### src/rtl/fifo_rd_ctrl.sv
// rtl/fifo_rd_ctrl.sv - FIFO read controller: 2-entry output buffer, stream output, burst framing.
// Optional m_par output (XOR of m_data) when FIFO_RD_PARITY_EN is defined.
module fifo_rd_ctrl #(
  parameter int BURST_LEN = 8
) (
  input  logic        clk,
  input  logic        reset_n,
  input  logic        enable,
  input  logic        empty,
  input  logic        error,
  input  logic [31:0] data_out,
  output logic        pop,
  output logic        m_valid,
  input  logic        m_ready,
  output logic [31:0] m_data,
  output logic        m_last,
  output logic        rd_err
`ifdef FIFO_RD_PARITY_EN
  ,
  output logic        m_par
`endif
);

  typedef enum logic [1:0] {IDLE, RUN, DRAIN} state_t;

  localparam logic [7:0] BCNT_LAST = 8'(BURST_LEN - 1);

  state_t      state;
  state_t      state_nxt;
  logic [31:0] head_q;
  logic [31:0] tail_q;
  logic [1:0]  occ;
  logic        pend;
  logic [7:0]  bcnt;
  logic        hs;
  logic [1:0]  base;
  logic [2:0]  fill;

  assign hs      = m_valid & m_ready;
  assign m_valid = (occ != 2'd0);
  assign m_data  = head_q;
  assign m_last  = m_valid && (bcnt == BCNT_LAST);

  // Entries left after this cycle's handshake; the landing word goes right behind them.
  assign base = occ - {1'b0, hs};
  assign fill = {1'b0, base} + {2'b00, pend};

  // A pop is only issued if its word is guaranteed a slot when it lands next cycle.
  assign pop = reset_n && (state == RUN) && !empty && (fill <= 3'd1);

`ifdef FIFO_RD_PARITY_EN
  assign m_par = ^head_q;
`endif

  always_comb begin
    state_nxt = state;
    case (state)
      IDLE:    if (enable) state_nxt = RUN;
      RUN:     if (!enable) state_nxt = DRAIN;
      DRAIN: begin
        if (enable)
          state_nxt = RUN;
        else if ((occ == 2'd0) && !pend)
          state_nxt = IDLE;
      end
      default: state_nxt = IDLE;
    endcase
  end

  always_ff @(posedge clk) begin
    if (!reset_n) begin
      state <= IDLE;
    end else begin
      state <= state_nxt;
    end
  end

  always_ff @(posedge clk) begin
    if (!reset_n) begin
      head_q <= 32'd0;
      tail_q <= 32'd0;
      occ    <= 2'd0;
      pend   <= 1'b0;
    end else begin
      pend <= pop;
      if (hs && (occ == 2'd2))
        head_q <= tail_q;
      if (pend) begin
        if (base == 2'd0)
          head_q <= data_out;
        else
          tail_q <= data_out;
      end
      occ <= base + {1'b0, pend};
    end
  end

  always_ff @(posedge clk) begin
    if (!reset_n) begin
      bcnt <= 8'd0;
    end else if (hs) begin
      if (bcnt == BCNT_LAST)
        bcnt <= 8'd0;
      else
        bcnt <= bcnt + 8'd1;
    end
  end

  always_ff @(posedge clk) begin
    if (!reset_n) begin
      rd_err <= 1'b0;
    end else if (error) begin
      rd_err <= 1'b1;
    end
  end

endmodule

### config.mk
export PLATFORM = sky130hd
export DESIGN_NAME = fifo_rd_ctrl
export DESIGN_NICKNAME = d
export VERILOG_FILES = /design/src/rtl/fifo_rd_ctrl.sv
export SDC_FILE = /design/constraint.sdc
export NUM_CORES = 1
export LEC_CHECK = 0
export CORE_MARGIN = 3
export CORE_UTILIZATION = 55
export CTS_BUF_LIST = sky130_fd_sc_hd__clkbuf_4
export CTS_CLUSTER_DIAMETER = 150
export DETAILED_ROUTE_END_ITERATION = 10
export MAX_ROUTING_LAYER = met4
export PLACE_DENSITY = 0.87
export SYNTH_ARGS = -nofsm -noshare
export SYNTH_HDL_FRONTEND = slang
export SYNTH_SLANG_ARGS = --single-unit
### constraint.sdc
create_clock -name clk -period 3.95 [get_ports clk]
set_input_delay 0.79 -clock clk [delete_from_list [all_inputs] [get_ports clk]]
set_output_delay 0.79 -clock clk [all_outputs]
set_load 0.02 [all_outputs]
; Yosys cells after proc, flatten, opt, wreduce, memory -nomap -nowiden
; Index checks and enable logic that the tools add are counted.
[classes]
n_addsub = 4
magnitude_cmp = 1
n_eq_ne = 7
mux = 9
bitwise = 2
n_reduce_logical = 14
[ops]
columns = operator, count
row1 = 32-bit 2-to-1 mux, 3
row2 = 8-bit by 1-bit adder with 8-bit output (second input constant), 1
row3 = 8-bit by 3-bit == test with 1-bit output (second input constant), 1
row4 = 2-bit 2-to-1 mux, 4
row5 = 8-bit 2-to-1 mux, 1
row6 = 1-bit logical AND, 6
row7 = 2-bit logical NOT, 3
row8 = 2-bit case mux with 3 select lines, 1
row9 = 2-bit == test (second input constant), 2
row10 = 2-bit != test (second input constant), 2
row11 = 2-bit by 1-bit adder with 3-bit output, 1
row12 = 3-bit by 1-bit less-or-equal comparator with 1-bit output (second input constant), 1
row13 = 3-bit != test (second input constant), 1
row14 = 3-bit AND reduction, 1
row15 = 2-bit by 1-bit adder with 2-bit output, 1
row16 = 2-bit by 1-bit == test with 1-bit output (second input constant), 1
row17 = 1-bit logical NOT, 2
row18 = 2-bit AND reduction, 1
row19 = 2-bit nonzero test, 1
row20 = 2-bit by 1-bit subtractor with 2-bit output, 1
row21 = 1-bit AND, 1
row22 = 1-bit inverter, 1
[totals]
ff_bits = 78
inputBits = 38
output_inout_bits = 36
wordCells = 44

; Logic depth before layout (Yosys ltp)
[logic_depth]
word_depth = 6
mapped_depth = 10
mapped_depth_nobuf = 8

; Worst setup path after synthesis
; No wires, ideal clock.
[synth_path]
path_type = input -> output
from = input port m_ready
to = output port pop
t_arrival_ns = 2.163
required_time_ns = 3.160
slack_ns = 0.997
cell_stages = 10
path_buffers = 2
cell_sequence = nand2_1 or2_2 buf_2 buf_2 nand2_1 ha_1 inv_1 ha_1 nand2_1 nor3_1
[synth_between]
elab_chain_cells = 5
[synth_lines]
columns = element, line
row1 = "start, declared", 14  ; input logic m_ready,
row2 = 1-bit AND, 39  ; assign hs = m_valid & m_ready;
row3 = 2-bit by 1-bit subtractor with 2-bit output, 45  ; assign base = occ - {1'b0, hs};
row4 = 2-bit by 1-bit adder with 3-bit output, 46  ; assign fill = {1'b0, base} + {2'b00, pend};
row5 = 3-bit by 1-bit less-or-equal comparator with 1-bit output, 49  ; assign pop = reset_n && (state == RUN) && !empty && (fill <= 3'd1);
row6 = 1-bit logical AND, 49
row7 = "end, declared", 12  ; output logic pop,
; Every way passes these cells.

; Worst setup path after layout
; Same ends and word-level chain as after synthesis.

==> reports/results.md <==
| Stage | Metric | Reported |
|---|---|---|
| detailed routing | Length of the first detailed-routing pass in iterations | 4 |
| detailed routing | Met3 wire len | 379 um |
| clocking | Number of H-tree levels | 3 |
| timing | Setup total negative slack | 0 ns |
| critical path | Maximum single-stage delay on the critical path | 0.54 ns |
| synthesis | Synthesized cell area | 0.00315 mm^2 |
| detailed routing | Final Routed Wirelength | 7080 um |
| hold path | Startpoint of the worst hold path | state[1] |
| finish | Core utilization of the finished layout | 75.7% |
| critical path | Endpoint required time on the critical path | 3.16 ns |
| synthesis | Cells after Synth | 389 |
| pwr | VDD IR max | 234 uV |
| place | Half-perimeter wire length after detailed placement | 4530 um |
| global route | Number of global-route vias before repair | 2,773 |
| timing | Achievable Freq | 0.275 GHz |
| synthesis | Share of the yosys chip area belonging to registers | 49.5% |
| floorplanning | Die width | 81.7 um |
| critical path | Cell family contributing the most delay on the critical path | buffers and inverters |
| synthesis | Predominant post-synthesis flop cell | dfxtp_1 |
| hold path | Hold Crit Endpoint | state[0] |
| pwr | Leakage | 1.36 nW |
| detailed routing | Length of routed met2 wiring | 3360 um |
| clocking | Maximum buffer depth of the clock tree | 2 |
| critical path | Crit start category | input pin |
| detailed routing | DRC violations left | 0 |
| detailed routing | Detailed Route Iter0 Violations | 206 |
| floorplanning | Die extent in y | 81.7 um |
| clocking | Count of buffers added by post-CTS timing repair for setup | 0 |
| timing | RSZ-0062 raised after global routing | no |
| critical path | Worst reg2reg path endpoint | m_data[31] |
| global route | Total overflow reported by the global router | 0 |
| clocking | Clock-pin slew reported for the worst setup and hold paths after clock tree synthesis | 0.11 ns |
| synthesis | Post-synthesis net count | 430 |
| critical path | Buf/Inv on CP | 3 |
| synthesis | Number of synthesized flops with an enable pin | 0 |
| finish | N_diodes | 0 |
| critical path | Arrival time of the worst setup path | 2.84 ns |
| run status | Outcome | complete, no violations |
| floorplanning | Core area | 0.00534 mm^2 |
| place | Final weighted congestion in routability-driven placement | 0.797 |
| global route | Antenna violations before repair | 0 |
| clocking | CTS hold repair buffers | 0 |
| synthesis | Area leader, netlist | dfxtp_1 |
| finish | Filler cells | 402 |
| detailed routing | Wl on met1 | 3220 um |
| clocking | Clock Latency Late Sink | 0.42 ns |
| critical path | Maximum fanout encountered on the critical timing path | 5 |
| detailed routing | Via density per instance | 5.42 |
| synthesis | Leading post-synthesis cells by instance count | nand2_1, dfxtp_1, o21ai_0, a31oi_1, a21boi_0 |
| finish | Area Overhead vs Synth | 28.1% |
| clocking | Num Clock Sinks | 78 |
| timing | Share of the clock period used by the worst path | 91.9% |
| synthesis | Most common cell in the netlist | nand2_1 |
| clocking | Root buffer cell | clkbuf_4 |
| timing | Fin Clk Skew | 0.0158 ns |
| synthesis | Cells taking the most area after synthesis | dfxtp_1, nand2_1, a21boi_0, a31oi_1, o21ai_0 |
| place | Port bufs | 73 |
| timing | Measured slew at the worst slew-check pin | 0.878 ns |
| timing | Number of hold violations in the final report | 0 |
| floorplanning | Full die area | 0.00667 mm^2 |
| critical path | Type of the setup path with the least slack | in2out |
| detailed routing | Number of vias in the routed layout | 2,843 |
| clocking | TritonCTS clock tree | done |
| hold path | Tightest Hold Check Type | reg2reg |
| finish | Final net count | 492 |
| timing | Final Max Tran Viols | 0 |
| critical path | Register-to-Register Path Depth | 5 |
| hold path | Hold Path Depth | 1 |
| detailed routing | Max Used Layer | met4 |
| floorplanning | Number of placed I/O pins | 74 |
| floorplanning | Effective utilization at floorplan | 59.1% |
| global route | Total global routing track utilization | 23.8% |
| detailed routing | Detail-routed net length per standard cell | 13.5 um |
| place | Placed insts | 510 |
| global route | Wire length of the first global-routing pass | 12,000 um |
| clocking | CTS-repair resized insts | 0 |
| synthesis | Synthesis warning total | 0 |
| timing | Slew HR | 41.3% |
| detailed routing | Antenna Violating Nets Remaining | 0 |
| critical path | Ordered list of cells on the worst path | clkdlybuf4s50_1 > nand2_1 > or2_2 > nand2_1 > ha_1 > inv_1 > ha_1 > nand2_1 > nor3_1 > clkdlybuf4s50_1 |
| pwr | PwrDens | 365 mW/mm^2 |
| critical path | Endpoint type of the worst setup path | output pin |
| flow run | Max-cap check violation count | 0 |
| finish | Final std cells w/o fill | 525 |
| synthesis | Top-area cell type share of the netlist area | 49.5% |
| synthesis | Async set-reset flop share out of synthesis | 0% |
| synthesis | Flop and latch count out of synthesis | 78 |
| timing | Post-layout min period | 3.63 ns |
| critical path | Reg-to-reg setup timing slack | 2.15 ns |
| critical path | Cell type with the highest occurrence count on the critical path | nand2_1 |
| floorplanning | Number of placement rows | 26 |
| synthesis | Average cell area after synthesis | 8.10 um^2 |
| critical path | Master of the slowest instance on the critical path | clkdlybuf4s50_1 |
| finish | Fraction of final layout cells with drive strength greater than 1 | 6.15% |
| global route | Largest net degree at the start of global routing | 73 |
| clocking | Number of buffers added by the clock tree synthesis step | 9 |
| critical path | Launch point of the worst reg-to-reg path | occ[1] |
| synthesis | Number of distinct library cells after synthesis | 31 |
| timing | Final setup viols | 0 |
## layer usage
layer | global-route usage, % | vias to the layer above
li1 | - | 1428
met1 | 27.4 | 1332
met2 | 40.6 | 71
met3 | 5.26 | 12
met4 | 9.14 | 0
met5 | - | -
## where the power goes
part           leakage [nW]  total, W  internal [W]  switching (W)
Combinational         0.651  0.000130     0.0000712      0.0000584
Clock                0.0829  0.000537      0.000267       0.000270
Sequential            0.631  0.000809      0.000801     0.00000814
## flip-flops by register name, summed over array words and instances, names as in the netlist
| name | count |
|---|---|
| occ | 2 |
| bcnt | 8 |
| m_data | 32 |
| state | 2 |
| pend | 1 |
| rd_err | 1 |
| tail_q | 32 |
## final cells by class
type,count,area [um^2],share of cell area [%]
clock inverters,4,72.6,1.80
flip-flops and latches,78,1560,38.7
clock buffers,11,82.6,2.04
well taps,70,87.6,2.17
repair buffers,78,763,18.9
multi-input cells,282,1460,36.2
inverters,2,7.51,0.186
## worst max-delay path by stage
| stage | cells past startpoint | from | slack [ns] | to |
|---|---|---|---|---|
| global route | 10 | m_ready | 0.21 | pop |
| CTS | 10 | m_ready | 0.29 | pop |
| finish | 10 | m_ready | 0.32 | pop |
| floorplan | 10 | m_ready | 1.0 | pop |
| global placement | 10 | m_ready | 0.37 | pop |
| detailed placement | 10 | m_ready | 0.32 | pop |
## stage by stage
stage          power, W  instance area, um^2  hold WS, ns  worst slack, ns
6_report        0.00148                 4040        0.437            0.320
5_1_grt         0.00153                 4040        0.471            0.210
4_1_cts         0.00148                 4040        0.444            0.294
3_5_place_dp   0.000956                 3880        0.428            0.324
3_3_place_gp   0.000954                 3880        0.420            0.367
2_1_floorplan  0.000881                 3150        0.408            0.997
## logic make-up (layout without fill, tap and decap cells)
kind of cell               Yosys count  in the layout  share of synthesized area, %
DFF                                 78             78                          49.5
xor gates and xnor gates             7              7                          1.95
muxes                                1              1                         0.318
adders and majority gates            3              3                          1.19
AOI/OAI and AO/OA                  105            105                          21.1
and+or+nand+nor                    166            166                          21.6
buffers and inverters               29             95                          4.33
## cells in the final DEF, fill, tap and decap left out, types with 2 or more instances in the layout
cell             netlist  final
dfxtp_1               78     78
a21boi_1               5      5
xor2_1                 5      5
and2_1                 5      5
or2_2                  2      2
clkbuf_4               0     11
nand2b_1               2      2
buf_4                  3      5
a21oi_1                2      2
nand2_1              134    134
ha_1                   3      3
nor2b_1                4      4
nand3_1                4      4
clkdlybuf4s50_1        0     72
bufinv_16              0      2
a31oi_1               32     32
xnor2_1                2      2
nor2_1                 8      7
a21boi_0              27     27
o21ai_0               34     34
nor3_1                 3      3
inv_1                  2      2
## worst reg2reg max path, delay by kind of cell (launching register included)
family / cells / cell delay (ns)
AO/OA/AOI/OAI: 2 / 0.29
buffers and inverters: 2 / 0.60
flip-flops: 1 / 0.37
AND/OR/NAND/NOR: 1 / 0.45
No activity file was read; power rests on OpenSTA's default activity.
